[src/rtl/warp_cu_arbiter.sv]
// Round-robin warp arbiter: holds one warp from the dispatcher and strobes it to an
// eligible compute unit, tracking per-CU in-flight warps for the idle and limit logic.
module warp_cu_arbiter #(
    parameter int NumCus           = 4,
    parameter int PcWidth          = 16,
    parameter int AddressWidth     = 32,
    parameter int TblockIdxBits    = 5,
    parameter int TgroupIdBits     = 8,
    parameter int MaxInflightPerCu = 8
) (
    input  logic                     clk_i,
    input  logic                     rst_ni,
    input  logic                     allocate_warp_i,
    output logic                     warp_free_o,
    input  logic [PcWidth-1:0]       allocate_pc_i,
    input  logic [AddressWidth-1:0]  allocate_dp_addr_i,
    input  logic [TblockIdxBits-1:0] allocate_tblock_idx_i,
    input  logic [TgroupIdBits-1:0]  allocate_tgroup_id_i,
    output logic [NumCus-1:0]        cu_allocate_o,
    input  logic [NumCus-1:0]        cu_warp_free_i,
    output logic [PcWidth-1:0]       cu_pc_o,
    output logic [AddressWidth-1:0]  cu_dp_addr_o,
    output logic [TblockIdxBits-1:0] cu_tblock_idx_o,
    output logic [TgroupIdBits-1:0]  cu_tgroup_id_o,
    input  logic [NumCus-1:0]        cu_warp_done_i,
    output logic                     idle_o,
    output logic                     underflow_o
);

    localparam int RrW  = (NumCus > 1) ? $clog2(NumCus) : 1;
    localparam int CntW = $clog2(MaxInflightPerCu + 1);
    localparam logic [CntW-1:0] CntMax = CntW'(MaxInflightPerCu);

    logic                     full_q, full_d;
    logic [PcWidth-1:0]       pc_q;
    logic [AddressWidth-1:0]  dp_addr_q;
    logic [TblockIdxBits-1:0] tblock_idx_q;
    logic [TgroupIdBits-1:0]  tgroup_id_q;
    logic [RrW-1:0]           rr_ptr_q, rr_ptr_d;
    logic [CntW-1:0]          inflight_q [NumCus];
    logic [CntW-1:0]          inflight_d [NumCus];
    logic                     underflow_q, underflow_d;

    logic [NumCus-1:0] elig;
    logic [NumCus-1:0] cnt_zero;
    logic [RrW-1:0]    grant_idx;
    logic              grant_found;
    logic              grant_valid;
    logic              load;

    always_comb begin
        for (int i = 0; i < NumCus; i++) begin
            elig[i]     = cu_warp_free_i[i] && (inflight_q[i] < CntMax);
            cnt_zero[i] = (inflight_q[i] == '0);
        end
    end

    // Scan starting at rr_ptr; the first eligible CU wins.
    // NOTE: every variable gets a default before the loop so no latch is inferred.
    always_comb begin
        grant_found = 1'b0;
        grant_idx   = '0;
        for (int k = 0; k < NumCus; k++) begin
            if (!grant_found && elig[(int'(rr_ptr_q) + k) % NumCus]) begin
                grant_found = 1'b1;
                grant_idx   = RrW'((int'(rr_ptr_q) + k) % NumCus);
            end
        end
    end

    assign grant_valid   = full_q && grant_found;
    assign cu_allocate_o = grant_valid ? (NumCus'(1) << grant_idx) : '0;
    assign warp_free_o   = !full_q || grant_valid;
    assign load          = allocate_warp_i && warp_free_o;

    always_comb begin
        full_d      = full_q;
        rr_ptr_d    = rr_ptr_q;
        underflow_d = underflow_q;
        if (load) begin
            full_d = 1'b1;
        end else if (grant_valid) begin
            full_d = 1'b0;
        end
        if (grant_valid) begin
            rr_ptr_d = (int'(grant_idx) == NumCus - 1) ? '0 : grant_idx + 1'b1;
        end
        // A grant and a done on the same CU cancel; a lone done at zero is an error.
        for (int i = 0; i < NumCus; i++) begin
            inflight_d[i] = inflight_q[i];
            if (cu_allocate_o[i] && !cu_warp_done_i[i]) begin
                inflight_d[i] = inflight_q[i] + 1'b1;
            end else if (!cu_allocate_o[i] && cu_warp_done_i[i]) begin
                if (cnt_zero[i]) begin
                    underflow_d = 1'b1;
                end else begin
                    inflight_d[i] = inflight_q[i] - 1'b1;
                end
            end
        end
    end

    // NOTE: state uses non-blocking assignments so every register samples pre-edge values.
    always_ff @(posedge clk_i or negedge rst_ni) begin
        if (!rst_ni) begin
            full_q       <= 1'b0;
            pc_q         <= '0;
            dp_addr_q    <= '0;
            tblock_idx_q <= '0;
            tgroup_id_q  <= '0;
            rr_ptr_q     <= '0;
            underflow_q  <= 1'b0;
            for (int i = 0; i < NumCus; i++) begin
                inflight_q[i] <= '0;
            end
        end else begin
            full_q      <= full_d;
            rr_ptr_q    <= rr_ptr_d;
            underflow_q <= underflow_d;
            for (int i = 0; i < NumCus; i++) begin
                inflight_q[i] <= inflight_d[i];
            end
            if (load) begin
                pc_q         <= allocate_pc_i;
                dp_addr_q    <= allocate_dp_addr_i;
                tblock_idx_q <= allocate_tblock_idx_i;
                tgroup_id_q  <= allocate_tgroup_id_i;
            end
        end
    end

    assign cu_pc_o         = pc_q;
    assign cu_dp_addr_o    = dp_addr_q;
    assign cu_tblock_idx_o = tblock_idx_q;
    assign cu_tgroup_id_o  = tgroup_id_q;
    assign idle_o          = !full_q && (&cnt_zero);
    assign underflow_o     = underflow_q;

endmodule

[config.mk]
export PLATFORM = sky130hd
export DESIGN_NAME = warp_cu_arbiter
export DESIGN_NICKNAME = d
export VERILOG_FILES = /design/src/rtl/warp_cu_arbiter.sv
export SDC_FILE = /design/constraint.sdc
export NUM_CORES = 1
export LEC_CHECK = 0
export CAP_MARGIN = 20
export CELL_PAD_IN_SITES_DETAIL_PLACEMENT = 0
export CELL_PAD_IN_SITES_GLOBAL_PLACEMENT = 1
export CORE_ASPECT_RATIO = 0.75
export CORE_MARGIN = 3
export CORE_UTILIZATION = 30
export DETAILED_ROUTE_END_ITERATION = 8
export HOLD_SLACK_MARGIN = 0.08
export PLACE_DENSITY_LB_ADDON = 0.15
export SLEW_MARGIN = 20
export SYNTH_ARGS = -nofsm -noshare
export SYNTH_HDL_FRONTEND = slang
export SYNTH_SLANG_ARGS = --single-unit
export TNS_END_PERCENT = 30
[constraint.sdc]
create_clock -name clk_i -period 2.8 [get_ports clk_i]
set_clock_uncertainty 0.2 [all_clocks]
set_input_delay 0.7 -clock clk_i [delete_from_list [all_inputs] [get_ports clk_i]]
set_output_delay 0.7 -clock clk_i [all_outputs]
set_load 0.01 [all_outputs]
# == Word-level counts from Yosys, hierarchy flattened ==
# Index checks and enable logic that the tools add are counted.
# word_totals
in_bits,72
word_cells,135
out_inout_bits,68
regBits,81
# op_classes
n_lt_le_gt_ge,8
shift,1
eq_ne,5
addsub,12
n_mux,47
n_bitwise,3
reduce_logical,48
# op_table
cell,n
2-to-1 mux 4 bit,13
2-to-1 mux 1 bit,25
logical AND 1 bit,18
"adder 4 x 1 -> 4 bit, second input constant",4
zero test 4 bit,4
"less-than comparator 4 bit, second input constant",4
"subtractor 4 x 1 -> 4 bit, second input constant",4
zero test 1 bit,12
"less-than comparator 3 x 4 -> 1 bit, second input constant",3
2-to-1 mux 2 bit,5
nonzero test 2 bit,5
binary-select mux 1 bit (select 2 bit),4
"inequality test 2 x 1 -> 1 bit, second input constant",4
AND reduction 2 bit,4
OR reduction 2 bit,3
"adder 2 x 1 -> 2 bit, second input constant",2
"adder 2 bit, second input constant",2
AND reduction 4 bit,1
"<< shifter 1 x 2 -> 4 bit, first input constant",1
"AND 1 bit, first input constant",3
"less-than comparator 2 x 3 -> 1 bit, second input constant",1
"== test 2 x 1 -> 1 bit, second input constant",1
logical OR 1 bit,1

# == Depth between registers and ports, before layout ==
# depth
word_depth,29
ltp_mapped,13
ltp_nobuf,13

# == Worst setup path after synthesis ==
# OpenSTA, ideal clock, no wires.
# synth_path
path_type,input-to-reg
startpoint,input cu_warp_free_i[1]
endpoint,register inflight_q[15] in the netlist's numbering
required_time_ns,2.477
setup_slack_ns,-0.562
stages,13
setup_ns,0.123
arrival_time_ns,3.039
path_buffers,0
cell_sequence,nor2b_2 -> o221ai_1 -> a21oi_1 -> inv_1 -> ha_1 -> and2_1 -> ha_1 -> inv_1 -> ha_1 -> a21o_1 -> a21oi_1 -> mux2_2 -> xnor2_1
# synth_between
elab_chain_len,19
elab_cells_between_ends,36
classes_between,1 x eq/ne; 1 x shift; 21 x mux; 13 x reduce/logical
# synth_rtl
element,line_no,rtl
"start, declared",20,"input logic [NumCus-1:0] cu_warp_free_i,"
logical AND 1 bit (*),53,elig[i] = cu_warp_free_i[i] && (inflight_q[i] < CntMax);
binary-select mux 1 bit (select 2 bit),64,if (!grant_found && elig[(int'(rr_ptr_q) + k) % NumCus]) begin
2-to-1 mux 1 bit (not written as such),64,
2-to-1 mux 1 bit,64,
zero test 1 bit,64,
logical AND 1 bit,64,
2-to-1 mux 1 bit,64,
zero test 1 bit,64,
[4 not listed],n/a,
2-to-1 mux 2 bit or 2-to-1 mux 1 bit (tied branches),64,
<< shifter 1 x 2 -> 4 bit or logical AND 1 bit (tied branches),"72, 71",
2-to-1 mux 4 bit (*),72,assign cu_allocate_o = grant_valid ? (NumCus'(1) << grant_idx) : '0;
named net cu_allocate_o[0],19,"output logic [NumCus-1:0] cu_allocate_o,"
zero test 1 bit,93,end else if (!cu_allocate_o[i] && cu_warp_done_i[i]) begin
logical AND 1 bit,93,
nonzero test 2 bit (no source line),n/a,
AND reduction 2 bit (no source line),n/a,
"end signal, assigned by index",121,inflight_q[i] <= inflight_d[i];
"end, declared",40,logic [CntW-1:0] inflight_q [NumCus];
# The timed path passes the listed nets; every way through them passes the cells marked *. The select of a mux whose other input is x is not followed.
# A chain may end at the register's enable or synchronous reset.

# == Final worst setup path ==
# layout_path
startpoint,input cu_warp_free_i[1]
endpoint,register inflight_q[15] in the netlist's numbering
# layout_between
elab_chain_len,19
elab_cells_between_ends,36
classes_between,1 x eq/ne; 1 x shift; 21 x mux; 13 x reduce/logical
# layout_rtl
element,line_no
logical AND 1 bit (*),53
binary-select mux 1 bit (select 2 bit),64
2-to-1 mux 1 bit (not written as such),64
2-to-1 mux 1 bit,64
zero test 1 bit,64
logical AND 1 bit,64
2-to-1 mux 1 bit,64
zero test 1 bit,64
[3 not listed],n/a
logical AND 1 bit,64
2-to-1 mux 2 bit or 2-to-1 mux 1 bit (tied branches),64
<< shifter 1 x 2 -> 4 bit or logical AND 1 bit (tied branches),"72, 71"
2-to-1 mux 4 bit (*),72
zero test 1 bit,93
logical AND 1 bit,93
nonzero test 2 bit (no source line),n/a
AND reduction 2 bit (no source line),n/a
# Mark *: on every way between the ends. The rest lies on a longest branch, timed or not. The select of a mux whose other input is x is not followed.

==> results.py <==
metrics = {
    "global_route": {
        "track_usage": 0.143,
        "grt_pass1_vias": 3090,
        "grt_overflow": 0,
        "grt_pass1_wl_um": 16900,
        "antenna_found_initial": 0,
        "grt_max_degree": 44,
    },
    "setup_path": {
        "cp_data_arrival_time_ns": 2.93,
        "worstPathRequired_ns": 2.82,
        "slowest_stage": "mux2_4",
        "crit_path_end_kind": "register",
        "slowest_delay_ns": 0.31,
        "worstSetupStartpointType": "primary input",
        "cp_cell_sequence": "buf_6 -> nor2b_4 -> o21bai_4 -> a21oi_2 -> o22ai_2 -> buf_4 -> ha_4 -> and2_4 -> ha_4 -> inv_4 -> ha_4 -> a21o_1 -> a21oi_2 -> mux2_4 -> xnor2_1",
        "path_class": "in2reg",
        "path_common_cell": "ha_4",
        "critical-path-top-delay-family": "compound AO/OA/AOI/OAI gates",
        "cp_num_buf_inv": 3,
        "critPathMaxFanout": 5,
    },
    "detailed_routing": {
        "drt_wl_total_um": 10400,
        "drc": 0,
        "vias": 2861,
        "drtIter0Drc": 93,
        "postRouteAntennaNets": 0,
        "viasPerCell": 4.33,
        "drt-pass1-iter-count": 4,
        "routedWlPerCell_um": 15.7,
    },
    "layout": {
        "fillCellCount": 1143,
        "antennaDiodeCount": 0,
        "final_cell_mix": "clkdlybuf4s50_1 (128), dfrtp_1 (80), mux2_4 (63), buf_4 (58), nand2_1 (13)",
        "final_nets": 580,
        "drive_above_1_share": 0.423,
        "final_common_cell": "clkdlybuf4s50_1",
        "area_growth_pct": 65.5,
    },
    "timing": {
        "hold_violations": 0,
        "max_freq_ghz": 0.344,
        "worst_slack_ns": -0.111,
        "finalSetupViolCount": 7,
        "slew_headroom": 0.610,
        "slew_violations": 0,
        "rsz0062_at_grt": "true",
        "finalCritPeriodShare": 1.04,
        "worstMarginPinSlew_ns": 0.584,
        "min_period_ns": 2.91,
    },
    "synth": {
        "yosysTopAreaCell": "dfrtp_1",
        "ys_seq_elements": 81,
        "syn_inst": 276,
        "netlist.area_leader.share": 0.499,
        "synth_flop_cell": "dfrtp_1",
        "synth_cell_type_count": 35,
        "synth_edf_count": 0,
        "ys_seq_area_frac": 0.499,
        "synthSimpleGateAreaFrac": 0.0647,
        "yosys-mux-area-fraction": 0.244,
        "synth_top_family_by_area": "multiplexers",
        "avgSynthCellArea_um2": 14.7,
        "synth-xor-area-share": 0.0259,
        "ys_warn_count": 0,
        "synth_nets": 372,
        "synthAdderAreaFrac": 0.0814,
        "synth_compound_area_frac": 0.0450,
        "synth.area.top_cells": "dfrtp_1 (50%), mux2_4 (22%), ha_1 (6.2%)",
        "synth_area_um2": 4060,
        "async_flop_share": 1.00,
    },
    "floorplan": {
        "rows": 36,
        "ioPinCount": 140,
        "initial_core_util": 0.310,
        "die_h_um": 107,
        "die_area_um2": 15000,
        "die_w_um": 140,
        "core-area_um2": 13100,
    },
    "clock_network": {
        "cts_root_buffer": "clkbuf_16",
        "cts_made_buffers": 9,
        "clk_latency_ns": 0.33,
        "cts_hold_buffers": 0,
        "cts_tree": "built",
        "h-tree-depth": 3,
        "clkSlewWorstSetupHoldPaths_ns": 0.06,
        "clock-sinks": 81,
        "max-clock-path-buffers": 2,
    },
    "place": {
        "dp_slack_ns": -0.908,
        "hpwl_um": 7700,
        "gp_congestion": 0.778,
        "portBuffers": 139,
    },
    "power": {
        "power_density_nw_per_um2": 966,
        "seqPwrFrac": 0.284,
        "report.power.total_mw": 6.49,
        "pwr-share-comb": 0.537,
        "peakVddDrop_v": 0.000346,
        "pwr-share-clk": 0.179,
        "p_sw_mw": 2.07,
        "internal-power_mw": 4.42,
        "switching_share": 0.319,
        "p_leak_nw": 2.95,
    },
    "worst_hold_path": {
        "hold_path.class": "in2async",
    },
    "job": {
        "maxCapViolations": 0,
    },
    "status": {
        "violations": "setup timing",
        "outcome": "finished with violations",
    },
}
kinds of logic (layout without fill, tap and decap cells):
| logic type | after synthesis | in the layout |
|---|---|---|
| AOI/OAI and AO/OA | 25 | 25 |
| xor gates and xnor gates | 12 | 12 |
| adders and majority gates | 24 | 24 |
| buffers and inverters | 17 | 230 |
| DFF | 81 | 81 |
| muxes | 68 | 68 |
| and+or+nand+nor | 49 | 49 |
registers in the layout (all words and copies together) (netlist names):
| name | cells |
|---|---|
| cu_dp_addr_o | 32 |
| cu_tblock_idx_o | 5 |
| full_q | 1 |
| rr_ptr_q | 2 |
| cu_tgroup_id_o | 8 |
| inflight_q | 16 |
| cu_pc_o | 16 |
| underflow_o | 1 |
power by group through the flow:
stage	combinational [mW]	sequential (mW)	clock, mW
floorplan	1.51	2.00	0
global placement	3.07	1.84	0
detailed placement	3.11	1.85	0
CTS	3.34	1.85	1.21
global route	3.78	1.90	1.25
finish	3.48	1.84	1.17
path summary, 6_finish.rpt:
check	from	end	slack [ns]	cells after the start
worst max-delay path	cu_warp_free_i[1]	inflight_q[15]$_DFFE_PN0P_	-0.11	15
worst min-delay path	rst_ni	cu_tgroup_id_o[0]$_DFFE_PN0P_	0.17	1
worst min register to register	cu_pc_o[12]$_DFFE_PN0P_	cu_pc_o[12]$_DFFE_PN0P_	0.31	1
max in group asynchronous	rst_ni	cu_tgroup_id_o[6]$_DFFE_PN0P_	1.58	2
worst max register to register	inflight_q[11]$_DFFE_PN0P_	inflight_q[3]$_DFFE_PN0P_	-0.06	13
min in group clk_i	cu_pc_o[12]$_DFFE_PN0P_	cu_pc_o[12]$_DFFE_PN0P_	0.31	1
cells in the mapped netlist, types with 3 or more instances:
library cell  instances
dfrtp_1              81
mux2_4               60
ha_1                 20
nand2_1              13
nor2_1               11
inv_1                10
xnor2_1               8
a21oi_1               7
mux2_2                7
and2_1                6
buf_12                6
nand2b_1              5
fa_1                  4
o31ai_1               4
xor2_1                4
nand3_1               3
nor4_1                3
metal layers:
layer | share of wire | wire length [um] | global-route usage | up-vias
li1 | - | - | - | 1380
met1 | 0.46 | 4790 | 0.190 | 1386
met2 | 0.48 | 4950 | 0.231 | 85
met3 | 0.050 | 519 | 0.0374 | 10
met4 | 0.010 | 106 | 0.0401 | 0
met5 | 0 | 0 | 0 | -
what timing repair did:
action	CTS	global route
pin swaps	17	13
resized for setup	62	22
endpoints found under the setup margin	23	20
cloned	0	0
setup buffers	5	2
final cells by class:
| cell class | instances | area [um2] | share of cell area |
|---|---|---|---|
| sequential | 81 | 2030 | 0.302 |
| multi-input combinational | 178 | 2190 | 0.326 |
| inverter | 10 | 47.5 | 0.00708 |
| timing repair buffer | 204 | 1950 | 0.291 |
| tap | 171 | 214 | 0.0318 |
| clock buffer | 11 | 233 | 0.0346 |
| clock inverter | 5 | 56.3 | 0.00838 |
worst register-to-register path, stage by stage, from the launching register on:
cell	delay, ns
dfrtp_2	0.43
nor2b_4	0.17
o21bai_4	0.14
a21oi_2	0.08
o22a_1	0.25
ha_2	0.19
and2_4	0.14
ha_4	0.16
inv_4	0.06
ha_4	0.18
a21o_1	0.15
a21oi_2	0.13
mux2_4	0.32
xnor2_2	0.13
metrics by stage:
step	utilization	instance area, um2	hold WS [ns]	setup TNS (ns)	std cells
final	0.513	6720	0.169	-0.360	660
after floorplan	-	4150	0.204	-1.28	276
after global routing	0.513	6720	0.208	-1.30	660
after CTS	0.503	6590	0.190	-0.756	658
after global placement	0.469	6150	0.292	-21.49	637
after detailed placement	0.469	6150	0.291	-22.60	637
Note: power is estimated with default switching activity, not from simulation.
